`config.mk`:
```
export PLATFORM = sky130hd
export DESIGN_NAME = axi_burst_sequencer
export DESIGN_NICKNAME = d
export VERILOG_FILES = /design/src/rtl/axi_burst_sequencer_pkg.sv /design/src/rtl/axi_beat_addr.sv /design/src/rtl/axi_burst_sequencer.sv
export SDC_FILE = /design/constraint.sdc
export NUM_CORES = 1
export LEC_CHECK = 0
export ABC_AREA = 1
export BUFFER_PORTS_ARGS = -buffer_cell sky130_fd_sc_hd__buf_2
export CORE_MARGIN = 1
export CORE_UTILIZATION = 50
export CTS_CLUSTER_DIAMETER = 30
export CTS_CLUSTER_SIZE = 10
export DETAILED_ROUTE_END_ITERATION = 16
export GPL_TIMING_DRIVEN = 0
export MAX_ROUTING_LAYER = met4
export PLACE_DENSITY = 0.78
export SKIP_LAST_GASP = 1
export SYNTH_ARGS = -nofsm -noshare
export SYNTH_HDL_FRONTEND = slang
export SYNTH_SLANG_ARGS = --single-unit
```
`constraint.sdc`:
```
create_clock -name S_AXI_ACLK -period 4.6 [get_ports S_AXI_ACLK]
set_input_delay 0.46 -clock S_AXI_ACLK [delete_from_list [all_inputs] [get_ports S_AXI_ACLK]]
set_output_delay 0.46 -clock S_AXI_ACLK [all_outputs]
set_load 0.1 [all_outputs]
```
`src/rtl/axi_burst_sequencer_pkg.sv`:
```
// axi_burst_sequencer_pkg: burst encodings, 4KB page size, FSM states and bus-size helper
package axi_burst_sequencer_pkg;
  localparam logic [1:0] BURST_FIXED = 2'b00;
  localparam logic [1:0] BURST_INCR  = 2'b01;
  localparam logic [1:0] BURST_WRAP  = 2'b10;
  localparam logic [1:0] BURST_RSVD  = 2'b11;
  localparam int PAGE_BYTES = 4096;
  typedef enum logic {IDLE, BURST} state_e;
  function automatic int dsz(input int dw);
    return $clog2(dw / 8);
  endfunction
endpackage

```
`src/rtl/axi_beat_addr.sv`:
```
// axi_beat_addr: next beat address and byte-lane strobe for the current beat
// ports: addr/size/burst/len describe the current beat -> next_addr, strb (lanes of addr)
module axi_beat_addr
  import axi_burst_sequencer_pkg::*;
#(
  parameter int AW = 32,
  parameter int DW = 32
) (
  input  logic [AW-1:0]   addr,
  input  logic [2:0]      size,
  input  logic [1:0]      burst,
  input  logic [7:0]      len,
  output logic [AW-1:0]   next_addr,
  output logic [DW/8-1:0] strb
);
  localparam int NB = DW / 8;
  logic [11:0] s, aligned, incr, wmask;
  int lo, hi;
  // Only the low 12 bits move, so INCR and WRAP never carry out of the 4KB page.
  always_comb begin
    s = 12'd1 << size;
    aligned = addr[11:0] & ~(s - 12'd1);
    incr = aligned + s;
    wmask = ((12'(len) + 12'd1) << size) - 12'd1;
    next_addr = {addr[AW-1:12], burst == BURST_FIXED ? addr[11:0] :
                 burst == BURST_WRAP ? (addr[11:0] & ~wmask) | (incr & wmask) : incr};
    lo = int'(addr[11:0]) & (NB - 1);
    hi = (lo & ~(int'(s) - 1)) + int'(s) - 1;
    for (int i = 0; i < NB; i++) strb[i] = i >= lo && i <= hi;
  end
endmodule

```
`src/rtl/axi_burst_sequencer.sv`:
```
// axi_burst_sequencer: expands one AXI4 burst request into per-beat address/strobe/last
// ports: S_AXI_ACLK/S_AXI_ARESETN clock and async active-low reset;
//        i_valid/o_ready + i_addr/i_len/i_size/i_burst/i_id request;
//        o_valid/i_ready + o_addr/o_strb/o_last/o_id/o_err beat stream
module axi_burst_sequencer
  import axi_burst_sequencer_pkg::*;
#(
  parameter int C_AXI_ADDR_WIDTH = 32,
  parameter int C_AXI_DATA_WIDTH = 32,
  parameter int C_AXI_ID_WIDTH   = 4,
  parameter bit OPT_LOWPOWER     = 1'b0
) (
  input  logic                          S_AXI_ACLK,
  input  logic                          S_AXI_ARESETN,
  input  logic                          i_valid,
  output logic                          o_ready,
  input  logic [C_AXI_ADDR_WIDTH-1:0]   i_addr,
  input  logic [7:0]                    i_len,
  input  logic [2:0]                    i_size,
  input  logic [1:0]                    i_burst,
  input  logic [C_AXI_ID_WIDTH-1:0]     i_id,
  output logic                          o_valid,
  input  logic                          i_ready,
  output logic [C_AXI_ADDR_WIDTH-1:0]   o_addr,
  output logic [C_AXI_DATA_WIDTH/8-1:0] o_strb,
  output logic                          o_last,
  output logic [C_AXI_ID_WIDTH-1:0]     o_id,
  output logic                          o_err
);
  localparam int AW = C_AXI_ADDR_WIDTH;
  localparam int NB = C_AXI_DATA_WIDTH / 8;
  localparam int DSZ = dsz(C_AXI_DATA_WIDTH);
  state_e state_q, state_d;
  logic [AW-1:0] addr_q, addr_d, next_addr;
  logic [7:0] count_q, count_d, len_q, len_d;
  logic [2:0] size_q, size_d, sz;
  logic [1:0] burst_q, burst_d, beff;
  logic [C_AXI_ID_WIDTH-1:0] id_q, id_d;
  logic err_q, err_d, rdy_q, err, len_ok, unal, accept, advance;
  logic [11:0] smask;
  logic [NB-1:0] strb;
  int span;
  axi_beat_addr #(.AW(AW), .DW(C_AXI_DATA_WIDTH)) u_beat (
    .addr(addr_q), .size(size_q), .burst(burst_q), .len(len_q), .next_addr(next_addr), .strb(strb)
  );
  // rdy_q keeps o_ready low until the first clock edge after reset release.
  assign o_valid = state_q == BURST;
  assign o_last  = o_valid && count_q == 8'd0;
  assign o_ready = rdy_q && (!o_valid || (i_ready && o_last));
  assign o_err   = err_q;
  assign o_addr  = (OPT_LOWPOWER && !o_valid) ? '0 : addr_q;
  assign o_strb  = (OPT_LOWPOWER && !o_valid) ? '0 : strb;
  assign o_id    = (OPT_LOWPOWER && !o_valid) ? '0 : id_q;
  // Reserved bursts and WRAP with an illegal length are sequenced as INCR; oversize clamps to the bus.
  always_comb begin
    sz = i_size > 3'(DSZ) ? 3'(DSZ) : i_size;
    smask = (12'd1 << sz) - 12'd1;
    len_ok = i_len inside {8'd1, 8'd3, 8'd7, 8'd15};
    unal = |(i_addr[11:0] & smask);
    span = int'(i_addr[11:0] & ~smask) + ((int'(i_len) + 1) << sz);
    beff = (i_burst == BURST_RSVD || (i_burst == BURST_WRAP && !len_ok)) ? BURST_INCR : i_burst;
    err = i_burst == BURST_RSVD || i_size > 3'(DSZ) || (i_burst == BURST_WRAP && (!len_ok || unal)) ||
          (i_burst == BURST_INCR && span > PAGE_BYTES);
    accept = i_valid && o_ready;
    advance = o_valid && i_ready;
    state_d = state_q;
    addr_d = addr_q;
    count_d = count_q;
    len_d = len_q;
    size_d = size_q;
    burst_d = burst_q;
    id_d = id_q;
    err_d = err_q;
    if (accept) begin
      state_d = BURST;
      addr_d = i_addr;
      count_d = i_len;
      len_d = i_len;
      size_d = sz;
      burst_d = beff;
      id_d = i_id;
      err_d = err;
    end else if (advance) begin
      state_d = o_last ? IDLE : BURST;
      addr_d = o_last ? addr_q : next_addr;
      count_d = o_last ? count_q : count_q - 8'd1;
    end
  end
  always_ff @(posedge S_AXI_ACLK or negedge S_AXI_ARESETN) begin
    if (!S_AXI_ARESETN) begin
      state_q <= IDLE;
      addr_q <= '0;
      count_q <= '0;
      len_q <= '0;
      size_q <= '0;
      burst_q <= '0;
      id_q <= '0;
      err_q <= 1'b0;
      rdy_q <= 1'b0;
    end else begin
      state_q <= state_d;
      addr_q <= addr_d;
      count_q <= count_d;
      len_q <= len_d;
      size_q <= size_d;
      burst_q <= burst_d;
      id_q <= id_d;
      err_q <= err_d;
      rdy_q <= 1'b1;
    end
  end
endmodule
```
======== Word-level counts from Yosys, hierarchy flattened ========
Cells that the tools add are included.
storage, ports and cells
  bits of input ports ..................... 53
  bits in writable memories ............... 0
  output and inout bits ................... 44
  latch bits .............................. 0
  word-level logic and storage cells ...... 96
  memories kept ........................... 0
  bits in read-only memories .............. 0
  register bits after elaboration ......... 60
operators by class
  add/subtract/negate cells ............... 11
  mux-type cells .......................... 13
  $lt $le $gt $ge ......................... 10
  multipliers ............................. 0
  shifts and indexed selects .............. 4
  bitwise gates (word level) .............. 11
  reductions and logical operators ........ 27
  divide/modulo/power cells ............... 0
  equal/unequal tests ..................... 10
operator list
  cell                                                              count
  <= comparator 3 x 32 -> 1 bit (first input constant)              2
  AND 12 bit                                                        4
  2-to-1 mux 12 bit                                                 4
  subtractor 12 x 1 -> 12 bit (second input constant)               3
  adder 32 x 13 -> 32 bit                                           1
  adder 32 bit                                                      1
  AND 12 x 32 -> 32 bit                                             1
  AND 3 x 32 -> 32 bit                                              1
  greater-than comparator 32 x 14 -> 1 bit (second input constant)  1
  <= comparator 1 x 32 -> 1 bit (first input constant)              1
  <= comparator 2 x 32 -> 1 bit (first input constant)              1
  2-to-1 mux 32 bit                                                 1
  inverter 12 -> 32 bit                                             1
  inverter 32 bit                                                   1
  << shifter 9 x 3 -> 32 bit                                        1
  subtractor 32 x 2 -> 32 bit (second input constant)               1
  2-to-1 mux 8 bit                                                  3
  inverter 12 bit                                                   2
  << shifter 1 x 3 -> 12 bit (first input constant)                 2
  adder 8 x 1 -> 9 bit (second input constant)                      2
  subtractor 12 x 1 -> 13 bit (second input constant)               1
  adder 12 bit                                                      1
  logical AND 1 bit                                                 12
  OR 12 bit                                                         1
  25 further kinds                                                  37

======== Logic depth before layout (Yosys ltp) ========
Gate-level depths: netlist of the first run.
  depth after elaboration ................. 12
  depth in mapped cells ................... 21
  depth with buffers taken out ............ 21

======== By module ========
From an unflattened synthesis of the first run, not the netlist that was laid out.
second synthesis, totals
  cells, all modules ...................... 982
  area, all modules ....................... 6401.1 um^2
modules (own cells, without submodules)
  module               instances  area each (um^2)  cells an instance
  axi_burst_sequencer  1          3905.0            528
  axi_beat_addr        1          2496.1            454

======== Worst setup path after synthesis of the first run ========
No wires, ideal clock.
  path type ............................... register to output
  start ................................... register (tool-made name)
  end ..................................... output o_strb[1]
  data required time ...................... 4.140 ns
  slack ................................... -0.467 ns
  stages on the path, launching flop included .. 15
  data arrival time ....................... 4.607 ns
  path through ............................ dfrtp_1 -> clkbuf_1 -> inv_1 -> o21ai_0 -> ha_1 -> inv_1 -> fa_1 -> o31ai_1 -> nand3_1 -> nand2_1 -> xor2_1 -> nand3_1 -> nor3_1 -> nand4_1 -> a21oi_1
RTL lines
  what           line                       RTL
  end, declared  axi_burst_sequencer.sv:25  output logic [C_AXI_DATA_WIDTH/8-1:0] o_strb,

======== Final worst setup path of the first run ========
  start ................................... register size_q[2]
  end ..................................... output o_strb[1]
on the way
  cells in the longest elaborated chain, start to end .. 8
ends and longest elaborated chain
  what                             line                        RTL
  start, declared                  axi_burst_sequencer.sv:36   logic [2:0] size_q, size_d, sz;
  start signal, assigned           axi_burst_sequencer.sv:105  size_q <= size_d;
  << shifter 1 x 3 -> 12 bit *     axi_beat_addr.sv:21         s = 12'd1 << size;
  subtractor 12 x 1 -> 13 bit      axi_beat_addr.sv:28         hi = (lo & ~(int'(s) - 1)) + int'(s) - 1;
  inverter 32 bit                  axi_beat_addr.sv:28
  AND 3 x 32 -> 32 bit             axi_beat_addr.sv:28
  adder 32 x 13 -> 32 bit *        axi_beat_addr.sv:28
  subtractor 32 x 2 -> 32 bit *    axi_beat_addr.sv:28
  <= comparator 2 x 32 -> 1 bit *  axi_beat_addr.sv:29         for (int i = 0; i < NB; i++) strb[i] = i >= lo && i <= hi;
  logical AND 1 bit *              axi_beat_addr.sv:29
Mark *: on every way between the ends. The rest lies on a longest branch, timed or not.

==> results_dict.tcl, run 1 <==
set metrics [dict create \
    fillers 1041 \
    postCtsHoldBufs 0 \
    cts_tree "done" \
    first_iter_violations 357 \
    holdWs_ns 0.1782 \
    yosys_warnings 0 \
    antenna_found_initial 0 \
    drv_cap 0 \
    h-tree-depth 3 \
    preCtsSetupSlack_ns 0.3482 \
    crit_type "reg -> out" \
    cp-end-kind "output port" \
    hold_viol 0 \
    wire_per_inst_um 13.64 \
    status "finished clean" \
    required_ns 4.14 \
    start_util_pct 52.43 \
    slew_headroom_pct 47.85 \
    cts_root_buffer "clkbuf_8" \
    ant_nets 0 \
    avgSynthCellArea_um2 6.430 \
    syn_inst 857 \
    dieArea_mm2 0.01144 \
    ys_ff_latch 60 \
    post-route-drc-count 0 \
    fin_setup_tns_ns 0 \
    cts.sinks 60 \
    diodes 0 \
    gp_congestion 0.9889 \
    grt_pass1_wl_um 24980 \
    maxSlewViolCount 0 \
    seq_area_frac_synth_pct 27.25 \
    hpwl_um 11920 \
    cp_top_family "simple AND/OR/NAND/NOR gates" \
    first_pass_iters 5 \
    critPathMaxFanout 5 \
    synth_top_area_cell "dfrtp_1" \
    synth_top_area_share_pct 27.25 \
    drive_gt1_share_pct 17.46 \
    finClkSkew_ns 0.01101 \
    final.setup.worst_slack_ns 0.2255 \
    netlist_area_mm2 0.005510 \
    viasPerCell 5.337 \
    grtUsageTotal_pct 28.62 \
    fmax_ghz 0.2286 \
    critPathBufInv 3 \
    die_x_um 107.0 \
    rsz0062_at_grt "yes" \
    min_path_type "in -> async" \
    grt_max_degree 61 \
    crit_top_cell "nand3_1" \
    drt-total-wl_um 15060 \
    grt_pass1_vias 5558 \
    clk_pin_slew_ns 0.07 \
    worstPathArrival_ns 3.91 \
    ys_top_cells_by_area "dfrtp_1 27%, nand2_1 19%, nand3_1 7.4%" \
    worstMarginPinSlew_ns 0.7822 \
    yosysMostFrequentCell "nand2_1" \
    finalCriticalPeriod_ns 4.374 \
    fin_nets 1050 \
    cts_buffers 9 \
    cp_slowest_cell "dfrtp_1" \
    crit_path_start_kind "flip-flop" \
    io_buffers 96 \
    cts_buffer_depth 2 \
    core_area_mm2 0.01051 \
    synth_ff_type "dfrtp_1" \
    slowest_delay_ns 0.47 \
    setup_violations 0 \
    row_count 37 \
    area.growth.synth_to_final_pct 15.64 \
    async_flop_share_pct 100.0 \
    synth_nets 944 \
    synth.distinct_cells 45 \
    overflow 0 \
    path_cells "nor2_4, inv_2, nor2_4, inv_1, ha_1, a21oi_1, fa_1, o31ai_2, nand3_1, nand2_1, xor2_1, nand3_1, nor3_1, nand3_1, o21ai_1, a21oi_2, buf_4" \
    die_h_um 107.0 \
    clock_latency_ns 0.36 \
    vias 5892 \
    ys_top_cells_by_count "273 x nand2_1, 92 x inv_1, 81 x nand3_1" \
    synth_edf_count 0 \
    io-pin-count 97 \
    fin_crit_sh_pct 95.10 \
    post_cts_buffers 0 \
]
cell type report:
class | instances | area (um^2) | share of cell area [%]
Clock inverter | 5 | 37.54 | 0.5890
Buffer | 28 | 137.6 | 2.160
Multi-Input combinational cell | 661 | 3488 | 54.74
Timing Repair Buffer | 96 | 494.2 | 7.756
Clock buffer | 11 | 141.4 | 2.219
Sequential cell | 60 | 1501 | 23.56
Tap cell | 136 | 170.2 | 2.670
Inverter | 107 | 401.6 | 6.303
worst reg2reg max path, stage by stage (launching register included):
cell and delay (ns):
dfrtp_1 0.37, buf_4 0.17, inv_2 0.07, nand2_1 0.07, nor2_1 0.40, inv_1 0.15
ha_1 0.23, nand2_1 0.06, nor2_1 0.07, nand2_1 0.08, o21ai_1 0.15, inv_1 0.13
nand2_2 0.07, o21bai_1 0.21, nand2_1 0.10, a31oi_1 0.19, nor2_1 0.07, nand2_1 0.06
nand2_1 0.05, nand2_1 0.05, nand2_1 0.05
logic make-up (layout without fill, tap and decap cells):
| kind of cell | after synthesis | after routing | share of synthesized area [%] |
|---|---|---|---|
| buffers and inverters | 136 | 247 | 9.854 |
| XOR/XNOR | 29 | 29 | 4.610 |
| other | 2 | 2 | 0.1363 |
| AND/OR/NAND/NOR | 475 | 475 | 36.83 |
| flip-flops | 60 | 60 | 27.25 |
| AO/OA/AOI/OAI | 120 | 120 | 13.15 |
| adder cells (fa/ha/maj) | 34 | 34 | 7.993 |
| multiplexers | 1 | 1 | 0.1817 |
through the flow:
step,instance area [um^2],cells,util [%]
6_report,6372,1104,60.64
5_1_grt,6372,1104,60.64
4_1_cts,6347,1105,60.40
3_5_place_dp,6168,1089,58.70
3_3_place_gp,6168,1089,58.70
2_1_floorplan,5518,857,-
final timing paths:
kind / startpoint / to / slack, ns / cells past startpoint
setup / recovery: size_q[2] / o_strb[1] / 0.23 / 17
hold / removal: S_AXI_ARESETN / o_id[0] / 0.18 / 1
setup reg to reg: size_q[0] / flip-flop / 1.69 / 20
hold reg to reg: o_id[0] / o_id[0] / 0.47 / 2
max in group asynchronous: S_AXI_ARESETN / asynchronous set/reset pin / 3.90 / 1
min in group S_AXI_ACLK: i_addr[18] / o_addr[18] / 0.29 / 3
routing by layer:
layer	part of all wire [%]	GRT usage, %	vias to the layer above
li1	-	-	2989
met1	46	36.37	2666
met2	46	46.45	203
met3	5.6	4.073	34
met4	2.8	10.67	0
met5	0	-	-
what timing repair did:
item | CTS | global route
pin swaps | 0 | 0
endpoints found under the setup margin | 2 | 3
resized for setup | 1 | 10
endpoints found under the hold margin | 0 | 0
layout by cell type (no fill, tap or decap), types with 9 or more instances in the layout:
| cell type | count |
|---|---|
| nand2_1 | 273 |
| buf_2 | 103 |
| clkbuf_1 | 15 |
| xor2_1 | 20 |
| nor3_1 | 10 |
| dfrtp_1 | 60 |
| o21ai_0 | 38 |
| nor2_1 | 69 |
| inv_1 | 92 |
| inv_2 | 12 |
| nand4_1 | 16 |
| ha_1 | 32 |
| clkbuf_8 | 10 |
| xnor2_1 | 9 |
| nand3_1 | 81 |
| a21oi_1 | 32 |
Power of run 1 is not shown: default switching activity piles up to over one toggle a cycle in this logic, so the estimate is an artifact.
==> inputs of run 2 (changes only) <==
ABC_AREA = unset   (was 1)
PLACE_DENSITY = 0.77   (was 0.78)
==> run 2 against run 1 <==
Area after synthesis grew 3.8%. Worst setup slack worse by 0.22 ns. Global-route usage rose by 0.82 points. Via count up 2.2%. Critical endpoint unchanged. Non-clock buffer count up 35. Count of clock-buffer cells in the layout grew 1. Fmax fell by 4.8%. Synthesized cell count fell by 12%.
==> results_dict.tcl, run 2 <==
set metrics [dict create \
    drv_cap 0 \
    start_util_pct 52.08 \
    worstMarginPinSlew_ns 0.9895 \
    fillers 989 \
    cp-end-kind "output port" \
    netlist_area_mm2 0.005720 \
    grt_max_degree 61 \
    worstRegToRegCells 14 \
    synth.distinct_cells 95 \
    crit_type "reg -> out" \
    clock_latency_ns 0.33 \
    grtUsageTotal_pct 29.45 \
    required_ns 4.14 \
    final.setup.worst_slack_ns 0.005061 \
    antenna_found_initial 0 \
    grt_pass1_vias 5484 \
    cts_root_buffer "clkbuf_16" \
    io-pin-count 97 \
    fmax_ghz 0.2176 \
    r2r_start "size_q[0]" \
    io_buffers 95 \
    grt_pass1_wl_um 26400 \
    ys_ff_latch 60 \
    seq_area_frac_synth_pct 26.25 \
    final_cell_mix "153 x nand2_1, 92 x buf_2, 64 x nor2_1" \
    wire_per_inst_um 15.91 \
    dr_wl_met3_um 1088 \
    fin_setup_tns_ns 0 \
    die_h_um 109.0 \
    die_x_um 109.0 \
    cts.sinks 60 \
    diodes 0 \
    slew_headroom_pct 32.33 \
    synth_nets 844 \
    synth_ff_type "dfrtp_1" \
    overflow 0 \
    preCtsSetupSlack_ns -0.4994 \
    fin_crit_sh_pct 99.89 \
    finalCriticalPeriod_ns 4.595 \
    critPathMaxFanout 7 \
    yosys_warnings 0 \
    yosysMostFrequentCell "nand2_1" \
    status "finished clean" \
    routed.top_layer "met4" \
    area.growth.synth_to_final_pct 22.48 \
    wirelength_met1_um 7187 \
    h-tree-depth 3 \
    fin_nets 968 \
    min_path_type "in -> async" \
    ys_top_cells_by_area "dfrtp_1 26%, nand2_1 10%, ha_1 7.0%" \
    crit_path_start_kind "flip-flop" \
    dieArea_mm2 0.01187 \
    drive_gt1_share_pct 22.37 \
    final_common_cell "nand2_1" \
    rsz0062_at_grt "yes" \
    placed_area_mm2 0.006436 \
    wl_met2_um 7785 \
    endpoint "o_strb[1]" \
    avgSynthCellArea_um2 7.557 \
    synth_edf_count 0 \
    cts_buffers 9 \
    hpwl_um 12160 \
    worstPathArrival_ns 4.13 \
    synth_top_area_share_pct 26.25 \
    syn_inst 757 \
    rrSetupSlack_ns 1.03 \
    hold_viol 0 \
    row_count 38 \
    drt-total-wl_um 16300 \
    post-route-drc-count 0 \
    first_iter_violations 412 \
    ys_top_cells_by_count "155 x nand2_1, 64 x nor2_1, 60 x dfrtp_1" \
    cts_tree "done" \
    core_area_mm2 0.01098 \
    first_pass_iters 5 \
    async_flop_share_pct 100.0 \
    vias 6020 \
    crit_start "size_q[0]" \
    finClkSkew_ns 0.007002 \
    postLayoutCellArea_mm2 0.007007 \
    setup_violations 0 \
    cts_buffer_depth 2 \
    synth_top_area_cell "dfrtp_1" \
    gp_congestion 0.9502 \
    maxSlewViolCount 0 \
    clk_pin_slew_ns 0.05 \
    viasPerCell 5.873 \
    ant_nets 0 \
]
run 2: repair_timing:
action,CTS,global route
hold buffers,0,0
setup buffers,10,10
pin swaps,9,18
endpoints found under the setup margin,3,3
resized for setup,18,11
run 2: worst min-delay path by stage:
stage                                 end  cells after the start          start
2_1_floorplan  asynchronous set/reset pin                      0  S_AXI_ARESETN
3_3_place_gp                   o_addr[16]                      2     o_addr[16]
3_5_place_dp                   o_addr[31]                      2     o_addr[31]
4_1_cts                        o_addr[24]                      3     i_addr[24]
5_1_grt                           o_id[3]                      1  S_AXI_ARESETN
6_report                          o_id[2]                      1  S_AXI_ARESETN
run 2: metal layers:
metal / vias to the layer above / global-route usage, %
li1: 2918 / -
met1: 2818 / 39.13
met2: 257 / 47.35
met3: 27 / 3.347
met4: 0 / 8.301
met5: - / -
run 2: area by class of cell:
| class | instances | area [um^2] | share of cell area [%] |
|---|---|---|---|
| timing repair buffer | 115 | 676.9 | 9.661 |
| tap | 140 | 175.2 | 2.500 |
| inverter | 34 | 127.6 | 1.821 |
| multi-input combinational | 617 | 3923 | 55.98 |
| buffer | 44 | 289.0 | 4.125 |
| clock buffer | 12 | 266.5 | 3.804 |
| clock inverter | 3 | 45.04 | 0.6429 |
| sequential | 60 | 1504 | 21.46 |
run 2: cells by family (layout without fill, tap and decap cells):
kind of cell / after synthesis / in the layout / synth area share, %
AOI/OAI and AO/OA: 205 / 205 / 24.32
DFF: 60 / 60 / 26.25
and+or+nand+nor: 333 / 333 / 27.12
muxes: 13 / 13 / 2.362
adders and majority gates: 34 / 34 / 7.699
buffers and inverters: 80 / 208 / 7.393
other: 2 / 2 / 0.1313
xor gates and xnor gates: 30 / 30 / 4.724
run 2: critical path: stages, from the launching register on:
cell	delay, ns
dfrtp_2	0.44
buf_8	0.15
buf_8	0.12
nor3_4	0.22
inv_2	0.09
ha_4	0.25
nand2_4	0.07
nand2_4	0.06
ha_4	0.26
a21oi_2	0.04
nor2_1	0.11
nor2_1	0.07
o21bai_1	0.15
a21oi_2	0.09
o21bai_1	0.16
a21oi_2	0.09
ha_1	0.27
nand2_1	0.04
nor4_1	0.21
o21ai_1	0.14
a2111oi_4	0.30
buf_6	0.18
a31oi_4	0.10
buf_12	0.19
run 2: per-stage QoR:
| stage | std cells | hold slack, ns | util (%) |
|---|---|---|---|
| after floorplan | 757 | 0.1644 | - |
| after global placement | 992 | 0.4543 | 58.60 |
| final | 1025 | 0.1913 | 63.80 |
| after detailed placement | 992 | 0.4563 | 58.60 |
| after CTS | 1015 | 0.3113 | 62.63 |
| after global routing | 1025 | 0.2602 | 63.80 |
Power of run 2 is left out for the same reason.
==> inputs of run 3 (changes only) <==
SYNTH_HIERARCHICAL = 1   (was unset)
==> run 3 against run 2 <==
Global-route usage is 0.36 points lower. Highest routed layer unchanged. Sequential share of layout area is 0.80 points lower. Via count is 4.5% higher. Critical path type unchanged.
==> results_dict.tcl, run 3 <==
set metrics [dict create \
    status "finished clean" \
    rr_endpoint "o_addr[10]" \
    drive_gt1_share_pct 22.79 \
    setup_violations 0 \
    seq_area_frac_synth_pct 24.42 \
    ant_nets 0 \
    gp_congestion 0.9934 \
    worstRegToRegCells 16 \
    syn_inst 798 \
    largest_reg_flops 32 \
    async_flop_share_pct 100.0 \
    yosys_warnings 6 \
    vias 6292 \
    die_x_um 112.9 \
    grt_max_degree 61 \
    crit_start "size_q[0]" \
    cts_buffer_depth 2 \
    netlist_area_mm2 0.006150 \
    h-tree-depth 3 \
    start_util_pct 51.20 \
    die_h_um 112.9 \
    crit_top_cell "a21oi_2" \
    io_buffers 96 \
    cp_slowest_cell "dfrtp_2" \
    rrSetupSlack_ns 0.85 \
    crit_path_start_kind "flip-flop" \
    fin_crit_sh_pct 97.77 \
    clock_latency_ns 0.34 \
    drv_cap 0 \
    cts_tree "done" \
    yosysMostFrequentCell "nand2_1" \
    crit_type "reg -> out" \
    synth_top_area_share_pct 24.42 \
    r2r_start "size_q[1]" \
    finClkSkew_ns 0.008569 \
    dieArea_mm2 0.01275 \
    min_path_type "in -> async" \
    diodes 0 \
    grt_pass1_vias 5926 \
    avgSynthCellArea_um2 7.706 \
    ys_top_cells_by_count "160 x nand2_1, 60 x dfrtp_1, 43 x a21oi_1" \
    core_area_mm2 0.01201 \
    viasPerCell 5.914 \
    fin_setup_tns_ns 0 \
    path_cells "buf_8, nor3_4, inv_2, ha_4, nand2_1, nand2_2, ha_1, a21oi_2, o21ba_2, o21bai_1, a21oi_2, o21bai_1, a21oi_2, ha_1, nand4b_1, nor3_1, nand4_1, o31a_1, buf_12" \
    drt-total-wl_um 17480 \
    synth_ff_type "dfrtp_1" \
    synth_nets 885 \
    cts.sinks 60 \
    worstMarginPinSlew_ns 0.8515 \
    hold_viol 0 \
    wire_per_inst_um 16.43 \
    ys_top_cells_by_area "dfrtp_1 24%, nand2_1 9.8%, ha_1 6.5%" \
    synth.distinct_cells 95 \
    io-pin-count 97 \
    fmax_ghz 0.2224 \
    cts_buffers 9 \
    maxSlewViolCount 0 \
    first_iter_violations 416 \
    slew_headroom_pct 43.02 \
    grt_pass1_wl_um 28610 \
    first_pass_iters 7 \
    required_ns 4.14 \
    worstPathArrival_ns 4.04 \
    area.growth.synth_to_final_pct 18.25 \
    finalCriticalPeriod_ns 4.497 \
    critPathBufInv 3 \
    overflow 0 \
    clk_pin_slew_ns 0.06 \
    final_cell_mix "158 x nand2_1, 97 x buf_2, 59 x dfrtp_1" \
    cp_top_family "compound AO/OA/AOI/OAI gates" \
    synth_top_area_cell "dfrtp_1" \
    critPathMaxFanout 7 \
    hpwl_um 13220 \
    cts_root_buffer "clkbuf_16" \
    final_common_cell "nand2_1" \
    cp-end-kind "output port" \
    fillers 1127 \
    synth_edf_count 0 \
    fin_nets 999 \
    post-route-drc-count 0 \
    ys_ff_latch 60 \
    antenna_found_initial 0 \
    slowest_delay_ns 0.46 \
    grtUsageTotal_pct 29.09 \
    row_count 40 \
]
[run 3: changes by cell type after synthesis, moves of 5 or more]
cell	before	now
a21oi_1	55	43
a22oi_1	1	34
buf_2	2	9
buf_4	1	26
clkbuf_8	6	0
inv_1	33	28
nand2_1	155	160
nand3_1	21	28
nand4_1	6	11
nor2_1	64	40
o211ai_1	12	7
o21ai_0	50	29
o21ai_1	1	7
[run 3: cells by family (layout without fill, tap and decap cells)]
logic type	after synthesis	after routing	share of synthesized area [%]
AOI/OAI and AO/OA	215	215	25.33
buffers and inverters	100	219	8.850
other	2	2	0.1221
DFF	60	60	24.42
adders and majority gates	34	34	7.162
and+or+nand+nor	343	343	27.43
muxes	11	11	1.872
xor gates and xnor gates	33	33	4.822
[run 3: cell type report]
class | instances | area, um^2 | area share [%]
Sequential cell | 60 | 1503 | 20.66
Inverter | 30 | 112.6 | 1.549
Clock buffer | 9 | 225.2 | 3.097
Tap cell | 147 | 183.9 | 2.529
Buffer | 67 | 437.9 | 6.022
Clock inverter | 7 | 61.31 | 0.8431
Timing Repair Buffer | 106 | 578.1 | 7.949
Multi-Input combinational cell | 638 | 4170 | 57.35
[run 3: stage by stage]
step	std cells	hold slack, ns	cell area (um^2)	setup WS [ns]	util [%]
6_report	1064	0.1956	7272	0.1028	60.54
3_3_place_gp	1041	0.4559	6820	-0.1684	56.78
3_5_place_dp	1041	0.4586	6820	-0.2334	56.78
5_1_grt	1064	0.2526	7272	-0.05356	60.54
2_1_floorplan	798	0.1644	6156	0.06011	-
4_1_cts	1057	0.3054	7147	0.02177	59.50
[run 3: how the worst max path moves through the flow]
stage	slack [ns]	cells after the start	endpoint
final	0.10	19	o_strb[1]
after CTS	0.02	19	o_strb[1]
after detailed placement	-0.23	20	o_strb[1]
after global routing	-0.05	19	o_strb[1]
after global placement	-0.17	20	o_strb[1]
after floorplan	0.06	19	o_strb[3]
[run 3: timing repair]
| action | in CTS | in global routing |
|---|---|---|
| hold buffers | 0 | 0 |
| buffers inserted | 2 | 8 |
| resized for setup | 9 | 17 |
| endpoints found under the setup margin | 3 | 3 |
| pin swaps | 3 | 6 |
| hold endpoints to repair | 0 | 0 |
[run 3: layer usage]
metal | vias up | track usage, % | wire, um | part of all wire (%)
met3 | 33 | 3.910 | 1005 | 5.7
met2 | 234 | 48.31 | 8353 | 48
met1 | 2952 | 36.58 | 7686 | 44
met4 | 0 | 10.00 | 433 | 2.5
li1 | 3073 | - | - | -
met5 | - | - | 0 | 0
Power of run 3 is left out for the same reason.
